## src/rtl/chess_pkg.sv

```systemverilog
// Shared chess types: piece codes, board layout, sequencer states, ownership helper.
package chess_pkg;

  localparam int unsigned COORD_W  = 3;
  localparam int unsigned PIECE_W  = 4;
  localparam int unsigned VAL_LAT  = 1;
  localparam int unsigned WAIT_MAX = 4;
  localparam int unsigned CNT_W    = 3;

  localparam logic [PIECE_W-1:0] W_ROOK   = 4'd0;
  localparam logic [PIECE_W-1:0] W_KNIGHT = 4'd1;
  localparam logic [PIECE_W-1:0] W_BISHOP = 4'd2;
  localparam logic [PIECE_W-1:0] W_QUEEN  = 4'd3;
  localparam logic [PIECE_W-1:0] W_KING   = 4'd4;
  localparam logic [PIECE_W-1:0] W_PAWN   = 4'd5;
  localparam logic [PIECE_W-1:0] B_ROOK   = 4'd6;
  localparam logic [PIECE_W-1:0] B_PAWN   = 4'd11;
  localparam logic [PIECE_W-1:0] PIECE_EMPTY = 4'd15;

  // Board indexed [y][x], one 4-bit piece code per square
  typedef logic [7:0][7:0][PIECE_W-1:0] board_t;

  typedef enum logic [2:0] {IDLE, WAIT_DST, REQ, CHECK, COMMIT, REJECT} state_t;

  typedef enum logic [1:0] {OWN_NONE, OWN_WHITE, OWN_BLACK} owner_t;

  // Side owning a piece code; codes 12..15 belong to nobody
  function automatic owner_t piece_owner(input logic [PIECE_W-1:0] code);
    if (code <= W_PAWN) return OWN_WHITE;
    else if (code <= B_PAWN) return OWN_BLACK;
    else return OWN_NONE;
  endfunction

  // White back-rank piece for file x; black uses the same layout offset by B_ROOK
  function automatic logic [PIECE_W-1:0] back_rank(input int unsigned x);
    case (x)
      0, 7:    return W_ROOK;
      1, 6:    return W_KNIGHT;
      2, 5:    return W_BISHOP;
      3:       return W_QUEEN;
      default: return W_KING;
    endcase
  endfunction

  function automatic board_t init_board();
    board_t b;
    for (int unsigned y = 0; y < 8; y++) begin
      for (int unsigned x = 0; x < 8; x++) begin
        b[3'(y)][3'(x)] = PIECE_EMPTY;
      end
    end
    for (int unsigned x = 0; x < 8; x++) begin
      b[3'd0][3'(x)] = back_rank(x) + B_ROOK;
      b[3'd1][3'(x)] = B_PAWN;
      b[3'd6][3'(x)] = W_PAWN;
      b[3'd7][3'(x)] = back_rank(x);
    end
    return b;
  endfunction

  localparam board_t INIT_BOARD = init_board();

endpackage

```

## src/rtl/move_sequencer_if.sv

```systemverilog
// Selection, validator and board-state signals of the move sequencer.
interface move_sequencer_if;
  import chess_pkg::*;

  logic               sel_valid;
  logic [COORD_W-1:0] sel_x;
  logic [COORD_W-1:0] sel_y;
  logic               undo_req;
  logic [COORD_W-1:0] old_x;
  logic [COORD_W-1:0] old_y;
  logic [COORD_W-1:0] new_x;
  logic [COORD_W-1:0] new_y;
  logic [PIECE_W-1:0] piece_type;
  board_t             val_board;
  logic               val_valid;
  board_t             board_q;
  logic               turn;
  logic               busy;
  logic               move_done;
  logic               move_reject;
  logic               src_lit;

  modport slave (
    input  sel_valid, sel_x, sel_y, undo_req, val_board, val_valid,
    output old_x, old_y, new_x, new_y, piece_type, board_q, turn,
           busy, move_done, move_reject, src_lit
  );

  modport master (
    output sel_valid, sel_x, sel_y, undo_req, val_board, val_valid,
    input  old_x, old_y, new_x, new_y, piece_type, board_q, turn,
           busy, move_done, move_reject, src_lit
  );
endinterface

```

## src/rtl/move_sequencer.sv

```systemverilog
// Builds (old,new) move requests from square selections, waits for the validator
// verdict and commits the validated board. Optional undo: define MOVE_UNDO_EN.
module move_sequencer
  import chess_pkg::*;
(
  input  logic            CLOCK_50,
  input  logic            reset,
  move_sequencer_if.slave bus
);

  state_t             state_q, state_d;
  logic [CNT_W-1:0]   cnt_q, cnt_d;
  logic [COORD_W-1:0] old_x_q, old_x_d, old_y_q, old_y_d;
  logic [COORD_W-1:0] new_x_q, new_x_d, new_y_q, new_y_d;
  logic [PIECE_W-1:0] piece_q, piece_d;
  board_t             board_q, board_d;
  logic               turn_q, turn_d;
  logic               busy_q, busy_d;
  logic               src_lit_q, src_lit_d;
  logic               done_q, done_d;
  logic               reject_q, reject_d;

  logic [PIECE_W-1:0] sel_piece;
  logic               sel_own;
  logic               sel_is_src;

`ifdef MOVE_UNDO_EN
  board_t             undo_board_q, undo_board_d;
  logic               undo_turn_q, undo_turn_d;
  logic               undo_avail_q, undo_avail_d;
`else
  logic               unused_undo;
  assign unused_undo = bus.undo_req;
`endif

  assign sel_piece  = board_q[bus.sel_y][bus.sel_x];
  assign sel_own    = piece_owner(sel_piece) == (turn_q ? OWN_BLACK : OWN_WHITE);
  assign sel_is_src = (bus.sel_x == old_x_q) && (bus.sel_y == old_y_q);

  // Next-state and next register values; selections outside IDLE/WAIT_DST are dropped
  always_comb begin
    state_d  = state_q;
    cnt_d    = cnt_q;
    old_x_d  = old_x_q;
    old_y_d  = old_y_q;
    new_x_d  = new_x_q;
    new_y_d  = new_y_q;
    piece_d  = piece_q;
    board_d  = board_q;
    turn_d   = turn_q;
    done_d   = 1'b0;
    reject_d = 1'b0;
`ifdef MOVE_UNDO_EN
    undo_board_d = undo_board_q;
    undo_turn_d  = undo_turn_q;
    undo_avail_d = undo_avail_q;
`endif
    case (state_q)
      IDLE: begin
`ifdef MOVE_UNDO_EN
        if (bus.undo_req && undo_avail_q) begin
          board_d      = undo_board_q;
          turn_d       = undo_turn_q;
          undo_avail_d = 1'b0;
          done_d       = 1'b1;
        end else
`endif
        if (bus.sel_valid && sel_own) begin
          old_x_d = bus.sel_x;
          old_y_d = bus.sel_y;
          piece_d = sel_piece;
          state_d = WAIT_DST;
        end
      end
      WAIT_DST: begin
        if (bus.sel_valid) begin
          if (sel_is_src) begin
            state_d = IDLE;
          end else if (sel_own) begin
            old_x_d = bus.sel_x;
            old_y_d = bus.sel_y;
            piece_d = sel_piece;
          end else begin
            new_x_d = bus.sel_x;
            new_y_d = bus.sel_y;
            state_d = REQ;
          end
        end
      end
      REQ: begin
        cnt_d   = '0;
        state_d = CHECK;
      end
      CHECK: begin
        cnt_d = cnt_q + 1'b1;
        if (cnt_q == CNT_W'(VAL_LAT)) begin
          if (bus.val_valid) begin
            board_d = bus.val_board;
            turn_d  = ~turn_q;
            done_d  = 1'b1;
            state_d = COMMIT;
`ifdef MOVE_UNDO_EN
            undo_board_d = board_q;
            undo_turn_d  = turn_q;
            undo_avail_d = 1'b1;
`endif
          end else begin
            reject_d = 1'b1;
            state_d  = REJECT;
          end
        end else if (cnt_d >= CNT_W'(WAIT_MAX)) begin
          reject_d = 1'b1;
          state_d  = REJECT;
        end
      end
      COMMIT:  state_d = IDLE;
      REJECT:  state_d = IDLE;
      default: state_d = IDLE;
    endcase
    busy_d    = (state_d == REQ) || (state_d == CHECK);
    src_lit_d = (state_d == WAIT_DST);
  end

  // State and datapath registers; reset restores the opening position
  always_ff @(posedge CLOCK_50) begin
    if (reset) begin
      state_q   <= IDLE;
      cnt_q     <= '0;
      old_x_q   <= '0;
      old_y_q   <= '0;
      new_x_q   <= '0;
      new_y_q   <= '0;
      piece_q   <= PIECE_EMPTY;
      board_q   <= INIT_BOARD;
      turn_q    <= 1'b0;
      busy_q    <= 1'b0;
      src_lit_q <= 1'b0;
      done_q    <= 1'b0;
      reject_q  <= 1'b0;
`ifdef MOVE_UNDO_EN
      undo_board_q <= INIT_BOARD;
      undo_turn_q  <= 1'b0;
      undo_avail_q <= 1'b0;
`endif
    end else begin
      state_q   <= state_d;
      cnt_q     <= cnt_d;
      old_x_q   <= old_x_d;
      old_y_q   <= old_y_d;
      new_x_q   <= new_x_d;
      new_y_q   <= new_y_d;
      piece_q   <= piece_d;
      board_q   <= board_d;
      turn_q    <= turn_d;
      busy_q    <= busy_d;
      src_lit_q <= src_lit_d;
      done_q    <= done_d;
      reject_q  <= reject_d;
`ifdef MOVE_UNDO_EN
      undo_board_q <= undo_board_d;
      undo_turn_q  <= undo_turn_d;
      undo_avail_q <= undo_avail_d;
`endif
    end
  end

  assign bus.old_x       = old_x_q;
  assign bus.old_y       = old_y_q;
  assign bus.new_x       = new_x_q;
  assign bus.new_y       = new_y_q;
  assign bus.piece_type  = piece_q;
  assign bus.board_q     = board_q;
  assign bus.turn        = turn_q;
  assign bus.busy        = busy_q;
  assign bus.src_lit     = src_lit_q;
  assign bus.move_done   = done_q;
  assign bus.move_reject = reject_q;

endmodule

```

## src/flat_wrapper.sv

```systemverilog
// flat-port wrapper written by rule: the top's interface ports become plain ports
module move_sequencer_flat import chess_pkg::*;
  (CLOCK_50, reset, bus_sel_valid, bus_sel_x, bus_sel_y, bus_undo_req, bus_val_board, bus_val_valid, bus_old_x, bus_old_y, bus_new_x, bus_new_y, bus_piece_type, bus_board_q, bus_turn, bus_busy, bus_move_done, bus_move_reject, bus_src_lit);
  move_sequencer_if bus_i ();
  input  logic CLOCK_50;
  input  logic reset;
  input wire logic [$bits(bus_i.sel_valid)-1:0] bus_sel_valid;
  input wire logic [$bits(bus_i.sel_x)-1:0] bus_sel_x;
  input wire logic [$bits(bus_i.sel_y)-1:0] bus_sel_y;
  input wire logic [$bits(bus_i.undo_req)-1:0] bus_undo_req;
  input wire logic [$bits(bus_i.val_board)-1:0] bus_val_board;
  input wire logic [$bits(bus_i.val_valid)-1:0] bus_val_valid;
  output wire logic [$bits(bus_i.old_x)-1:0] bus_old_x;
  output wire logic [$bits(bus_i.old_y)-1:0] bus_old_y;
  output wire logic [$bits(bus_i.new_x)-1:0] bus_new_x;
  output wire logic [$bits(bus_i.new_y)-1:0] bus_new_y;
  output wire logic [$bits(bus_i.piece_type)-1:0] bus_piece_type;
  output wire logic [$bits(bus_i.board_q)-1:0] bus_board_q;
  output wire logic [$bits(bus_i.turn)-1:0] bus_turn;
  output wire logic [$bits(bus_i.busy)-1:0] bus_busy;
  output wire logic [$bits(bus_i.move_done)-1:0] bus_move_done;
  output wire logic [$bits(bus_i.move_reject)-1:0] bus_move_reject;
  output wire logic [$bits(bus_i.src_lit)-1:0] bus_src_lit;
  assign bus_i.sel_valid = bus_sel_valid;
  assign bus_i.sel_x = bus_sel_x;
  assign bus_i.sel_y = bus_sel_y;
  assign bus_i.undo_req = bus_undo_req;
  assign bus_i.val_board = bus_val_board;
  assign bus_i.val_valid = bus_val_valid;
  assign bus_old_x = bus_i.old_x;
  assign bus_old_y = bus_i.old_y;
  assign bus_new_x = bus_i.new_x;
  assign bus_new_y = bus_i.new_y;
  assign bus_piece_type = bus_i.piece_type;
  assign bus_board_q = bus_i.board_q;
  assign bus_turn = bus_i.turn;
  assign bus_busy = bus_i.busy;
  assign bus_move_done = bus_i.move_done;
  assign bus_move_reject = bus_i.move_reject;
  assign bus_src_lit = bus_i.src_lit;
  move_sequencer u_core (.CLOCK_50(CLOCK_50), .reset(reset), .bus(bus_i));
endmodule
```

## config.mk

```make
export PLATFORM = sky130hd
export DESIGN_NAME = move_sequencer_flat
export DESIGN_NICKNAME = d
export VERILOG_FILES = /design/src/rtl/chess_pkg.sv /design/src/rtl/move_sequencer_if.sv /design/src/rtl/move_sequencer.sv /design/src/flat_wrapper.sv
export SDC_FILE = /design/constraint.sdc
export NUM_CORES = 1
export LEC_CHECK = 0
export CORE_AREA = 2 2 212 214
export CTS_CLUSTER_DIAMETER = 50
export CTS_CLUSTER_SIZE = 10
export DETAILED_ROUTE_END_ITERATION = 10
export DIE_AREA = 0 0 214 216
export GPL_TIMING_DRIVEN = 0
export PLACE_DENSITY = 0.63
export SKIP_LAST_GASP = 1
export SYNTH_ARGS = -nofsm -noshare
export SYNTH_HDL_FRONTEND = slang
export SYNTH_SLANG_ARGS = --single-unit
```

## constraint.sdc

```tcl
create_clock -name CLOCK_50 -period 4.5 [get_ports CLOCK_50]
set_input_delay 0.675 -clock CLOCK_50 [delete_from_list [all_inputs] [get_ports CLOCK_50]]
set_output_delay 0.675 -clock CLOCK_50 [all_outputs]
set_load 0.05 [all_outputs]
```

## Yosys cells after proc, flatten, opt, wreduce, memory -nomap -nowiden

Index checks and enable logic that the tools add are counted.

- Flip-flop bits (word level): 283
- Input port bits: 267
- Output and inout bits: 277

- Add/sub/neg operators: 1
- Magnitude comparators: 5
- Eq/ne operators: 14
- Muxes and demuxes: 35
- Bitwise logic cells: 5
- Reductions and logical operators: 11

Operator list:

| kind | number |
|---|---|
| $bmux W32 S3 | 1 |
| $mux W3 | 14 |
| $mux W32 | 1 |
| $mux W4 | 5 |
| $pmux W3 S2 | 3 |
| $bmux W4 S3 | 1 |
| $eq A3 B2 Y1 const B | 4 |
| $pmux W3 S4 | 1 |
| $eq A3 B1 Y1 const B | 3 |
| $lt A3 B4 Y1 const B | 2 |
| $pmux W4 S2 | 1 |
| $eq A3 B3 Y1 | 2 |
| $mux W2 | 3 |
| $mux W1 | 5 |
| $not A1 Y1 | 5 |
| $reduce_and A5 Y1 | 1 |
| $le A4 B3 Y1 const B | 1 |
| $le A4 B4 Y1 const B | 1 |
| $ne A2 B1 Y1 const B | 2 |
| $ne A2 B2 Y1 const B | 2 |
| $reduce_and A4 Y1 | 1 |
| $reduce_bool A2 Y1 | 2 |
| $add A3 B1 Y3 const B | 1 |
| $ge A3 B3 Y1 const B | 1 |
| other kinds (7) | 8 |

## Depth between registers and ports, before layout

- Word-level depth: 14
- Mapped depth: 13

## Worst setup path before layout

OpenSTA, ideal clock, no wires.

- Path kind: input to register
- Start: input bus_sel_y[0]
- End: register u_core.piece_q[1], in the netlist u_core.bus.piece_type[1]
- Library setup time: 0.121 ns
- Arrival: 3.156 ns
- Setup slack: 1.223 ns
- Cell stages on the path: 11
- Buffers on the path: 2
- Cell sequence: buf_2 mux4_2 o21ai_0 nor3_1 nor4_2 a21oi_1 mux2_2 a21o_1 nand4_1 buf_4 mux2_2

- Cells in the longest elaborated chain, start to end: 11
- Elaborated cells between the ends (all ways): 21
- Classes of those cells: order compare (2); eq/ne (5); mux (11); reduce/logical (3)

RTL lines:

| element | RTL line | text |
|---|---|---|
| start: declaration | flat_wrapper.sv:9 | `input wire logic [$bits(bus_i.sel_y)-1:0] bus_sel_y;` |
| $bmux W32 S3 | move_sequencer.sv:36 | `assign sel_piece = board_q[bus.sel_y][bus.sel_x];` |
| $mux W32 (implied by the code) | move_sequencer.sv:36 |  |
| $bmux W4 S3 | move_sequencer.sv:36 |  |
| $mux W4 (implied by the code) | move_sequencer.sv:36 |  |
| $le A4 B4 Y1 | chess_pkg.sv:30 | `else if (code <= B_PAWN) return OWN_BLACK;` |
| $mux W2 | chess_pkg.sv:30 |  |
| $mux W2 | chess_pkg.sv:29 | `if (code <= W_PAWN) return OWN_WHITE;` |
| $eq A2 B2 Y1 | move_sequencer.sv:37 | `assign sel_own = piece_owner(sel_piece) == (turn_q ? OWN_BLACK : OWN_WHITE);` |
| $logic_and A1 B1 Y1 | move_sequencer.sv:68 | `if (bus.sel_valid && sel_own) begin` |
| $ne A2 B1 Y1 (no line) | n/a |  |
| $reduce_and A5 Y1 (no line) | n/a |  |
| end signal: assignment | move_sequencer.sv:152 | `piece_q <= piece_d;` |
| end: declaration | move_sequencer.sv:15 | `logic [PIECE_W-1:0] piece_q, piece_d;` |

Several ways; a longest one is shown, not always the timed one. The select of a mux whose other input is x is not followed.
A chain may end at the register's enable or synchronous reset.

## Worst setup path in the final report

- Start: input bus_sel_y[1]
- End: register u_core.new_x_q[2], in the netlist u_core.bus.new_x[2]

- Cells in the longest elaborated chain, start to end: 10
- Elaborated cells between the ends (all ways): 14
- Classes of those cells: order compare (2); eq/ne (2); mux (6); bitwise (2); reduce/logical (2)

RTL lines:

| element | RTL line | text |
|---|---|---|
| $bmux W32 S3 | move_sequencer.sv:36 |  |
| $mux W32 (implied by the code) | move_sequencer.sv:36 |  |
| $bmux W4 S3 | move_sequencer.sv:36 |  |
| $mux W4 (implied by the code) | move_sequencer.sv:36 |  |
| $le A4 B4 Y1 | chess_pkg.sv:30 |  |
| $mux W2 | chess_pkg.sv:30 |  |
| $mux W2 | chess_pkg.sv:29 |  |
| $eq A2 B2 Y1 | move_sequencer.sv:37 |  |
| $not A1 Y1 (no line) | n/a |  |
| $reduce_and A4 Y1 (no line) (*) | n/a |  |
| end signal: assignment | move_sequencer.sv:150 | `new_x_q <= new_x_d;` |
| end: declaration | move_sequencer.sv:14 | `logic [COORD_W-1:0] new_x_q, new_x_d, new_y_q, new_y_d;` |

Mark *: on every way between the ends. The rest lies on a longest branch, timed or not. The select of a mux whose other input is x is not followed.

==> run summary <==
Post-Synth Simple-Gate Area -> 0.306
row count -> 77
die width -> 214 um
fin crit period -> 4.23 ns
vias per cell -> 5.06
clk root buf -> clkbuf_16
largest family of logic cells by synthesized area -> simple AND/OR/NAND/NOR gates
CP most frequent cell -> a21oi_1
deepest clock path buffer count -> 3
Synth top area share -> 0.455
drt initial violations -> 900
GPL Wtd Cong -> 0.914
Post-Route Skew -> 0.0245 ns
MaxCap Viol Count -> 0
post-synthesis compound-gate area fraction -> 0.0450
Area after DPL -> 18600 sq um
Routed Antenna Nets -> 0
post-route setup slack -> 0.268 ns
Final HPWL DP -> 54100 um
post-synthesis cell type count -> 44
share of the yosys chip area belonging to registers -> 0.455
Crit-path slowest cell -> buf_2
outcome -> finished clean
drt pass-1 iters -> 5
# setup viols final -> 0
Num CTS Buffers -> 42
clock transition at the registers of the reported paths -> 0.05 ns
Worst Setup End Kind -> flip-flop
xor-xnor portion of the synthesized cell area -> 0.00492
htree depth -> 2
Final Power -> 6.42 mW
die area -> 46200 sq um
ys async rst share -> 0
Synth Area in Adders -> 0.00201
Core Util, Final -> 0.455
Initial Util -> 0.284
Setup crit start kind -> input pin
peak supply drop -> 229 uV
synth cell count leaders -> nand2_1 (518), dfxtp_1 (283), nand3b_1 (194), clkbuf_1 (92), a21oi_1 (75)
Worst-Skew Late Latency -> 0.57 ns
Worst setup startpoint -> bus_sel_y[1]
grt ovf -> 0
met1 Track Usage GR -> 0.355
Netlist Area Pre-Place -> 12500 sq um
Synth area leader -> dfxtp_1
Most used DFF post-synth -> dfxtp_1
Syn Inst Count -> 1391
GRT Total Usage -> 0.297
Syn. warnings -> 0
Post-Place Setup Slack -> -0.639 ns
met3 Use GR -> 0.0843
CP peak stage delay -> 0.66 ns
relative slew slack -> 0.222
Remaining DRCs -> 0
crit share post-route -> 0.941
hold path start -> u_core.bus.board_q[209]
largest net degree at the start of global routing -> 20
#FFs+latches synth -> 283
grt peak-use layer -> met2
Slew Viols, Final -> 0
first-pass GRT wire length -> 97200 um
WL/cell -> 27.1 um
worst hold path type -> reg2reg
total wire length -> 70200 um
Synth area leaders -> dfxtp_1 (45%), nand2_1 (16%), mux4_2 (12%)
antenna violations before repair -> 5
Die Ht -> 216 um
worst hold margin -> 0.470 ns
number of synthesized flops with an enable pin -> 0
CP cell instances -> clkbuf_1 -> buf_2 -> buf_2 -> nand2_1 -> o221ai_1 -> a21oi_1 -> a21oi_1 -> a21oi_1 -> mux2_2 -> a21o_1 -> nor3_4 -> mux2i_1
RSZ-0062 raised after global routing -> no
Setup TNS -> 0 ns
CP Data Arrival Time -> 4.71 ns
Worst-Margin Slew -> 1.17 ns
Fillers -> 4319
share of layout cells above drive strength 1 -> 0.0787
CTS tree -> yes
cell with the most instances after synthesis -> nand2_1
clock sink count -> 283
Max Clk Rate -> 236 MHz
I/O pins -> 544
PortBufs -> 537
syn nets -> 1660
Crit path required time -> 4.97 ns
critical-path maximum fanout -> 19
pwr dens -> 322 nW/um^2
Post-Layout Inst Area -> 19900 sq um
Area growth syn-to-layout -> 60.0%
Avg Inst Size Synth -> 8.95 sq um
vias in the first global route -> 13200
met2 usage -> 0.493
post-route insts no fill -> 2589
final hold vios -> 0
DP Cell Count -> 2520
Pleak -> 7.95 nW
critical path class -> in2reg
fin nets -> 2240
Reg2Reg Launch Point -> u_core.state_q[0]
Via Count -> 13100
mux cell area share after synthesis -> 0.148
core area -> 43800 sq um
metal layers:
metal  vias up  routed length [um]
li1       5888                   -
met1      6371               27600
met2       703               33100
met3       131                6220
met4         4                3160
met5         -                  27
critical path, delay by kind of cell:
kind,cells,cell delay [ns]
AND/OR/NAND/NOR,2,0.62
AO/OA/AOI/OAI,5,1.07
multiplexers,2,0.54
buffers and inverters,3,1.76
layout make-up:
cell class	instances	area, sq um	area share
repair buffers	537	5380	0.270
multi-input cells	991	6310	0.316
inverters	4	15.0	0.000754
plain buffers	112	465	0.0234
clock inverters	18	233	0.0117
flip-flops and latches	283	5670	0.284
well taps	592	741	0.0372
clock buffers	49	1120	0.0561
diodes	3	7.51	0.000377
report_power, final:
group | switching (mW) | internal, mW | total (mW)
logic | 0.289 | 0.339 | 0.628
registers | 0.00891 | 2.52 | 2.53
clock network | 1.26 | 2.00 | 3.26
total | 1.56 | 4.86 | 6.42
sequential cells by signal, summed over array words and instances, names as in the netlist, 3 cells and up:
register,cells
u_core.bus.board_q,256
u_core.bus.piece_type,4
u_core.bus.new_x,3
u_core.bus.new_y,3
u_core.bus.old_x,3
u_core.bus.old_y,3
u_core.cnt_q,3
u_core.state_q,3
timing repair:
action / 4_1_cts / 5_1_grt
gates resized for setup: 0 / 3
endpoints found under the setup margin: 1 / 10
setup buffers: 0 / 0
hold buffers: 0 / 0
kinds of logic (layout without fill, tap and decap cells):
| family | count (synthesis) | in the layout |
|---|---|---|
| adder cells (fa/ha/maj) | 2 | 2 |
| AO/OA/AOI/OAI | 100 | 100 |
| XOR/XNOR | 7 | 7 |
| multiplexers | 98 | 98 |
| buffers and inverters | 117 | 720 |
| other | 0 | 3 |
| flip-flops | 283 | 283 |
| AND/OR/NAND/NOR | 784 | 784 |
cell usage in the layout, fill, tap and decap left out, types with 4 or more instances in the layout:
cell type,count
a21oi_1,75
a22oi_1,7
buf_1,4
buf_2,11
bufinv_16,4
clkbuf_1,94
clkbuf_16,42
clkbuf_8,4
clkdlybuf4s50_1,537
clkinv_2,4
dfxtp_1,283
inv_1,4
inv_6,7
mux2i_1,27
mux4_2,69
nand2_1,518
nand2b_1,23
nand3_1,4
nand3b_1,194
nor2_1,19
nor2b_1,6
nor3_1,8
xnor2_1,5
path summary, 6_finish.rpt:
path	endpoint	slack [ns]	depth (start not counted)
hold reg to reg	u_core.bus.board_q[209]	0.47	2
setup reg to reg	u_core.bus.board_q[205]	1.02	7
setup / recovery	u_core.bus.new_x[2]	0.27	12
hold / removal	u_core.bus.board_q[209]	0.47	2
Power figures use the tool's default switching activity.
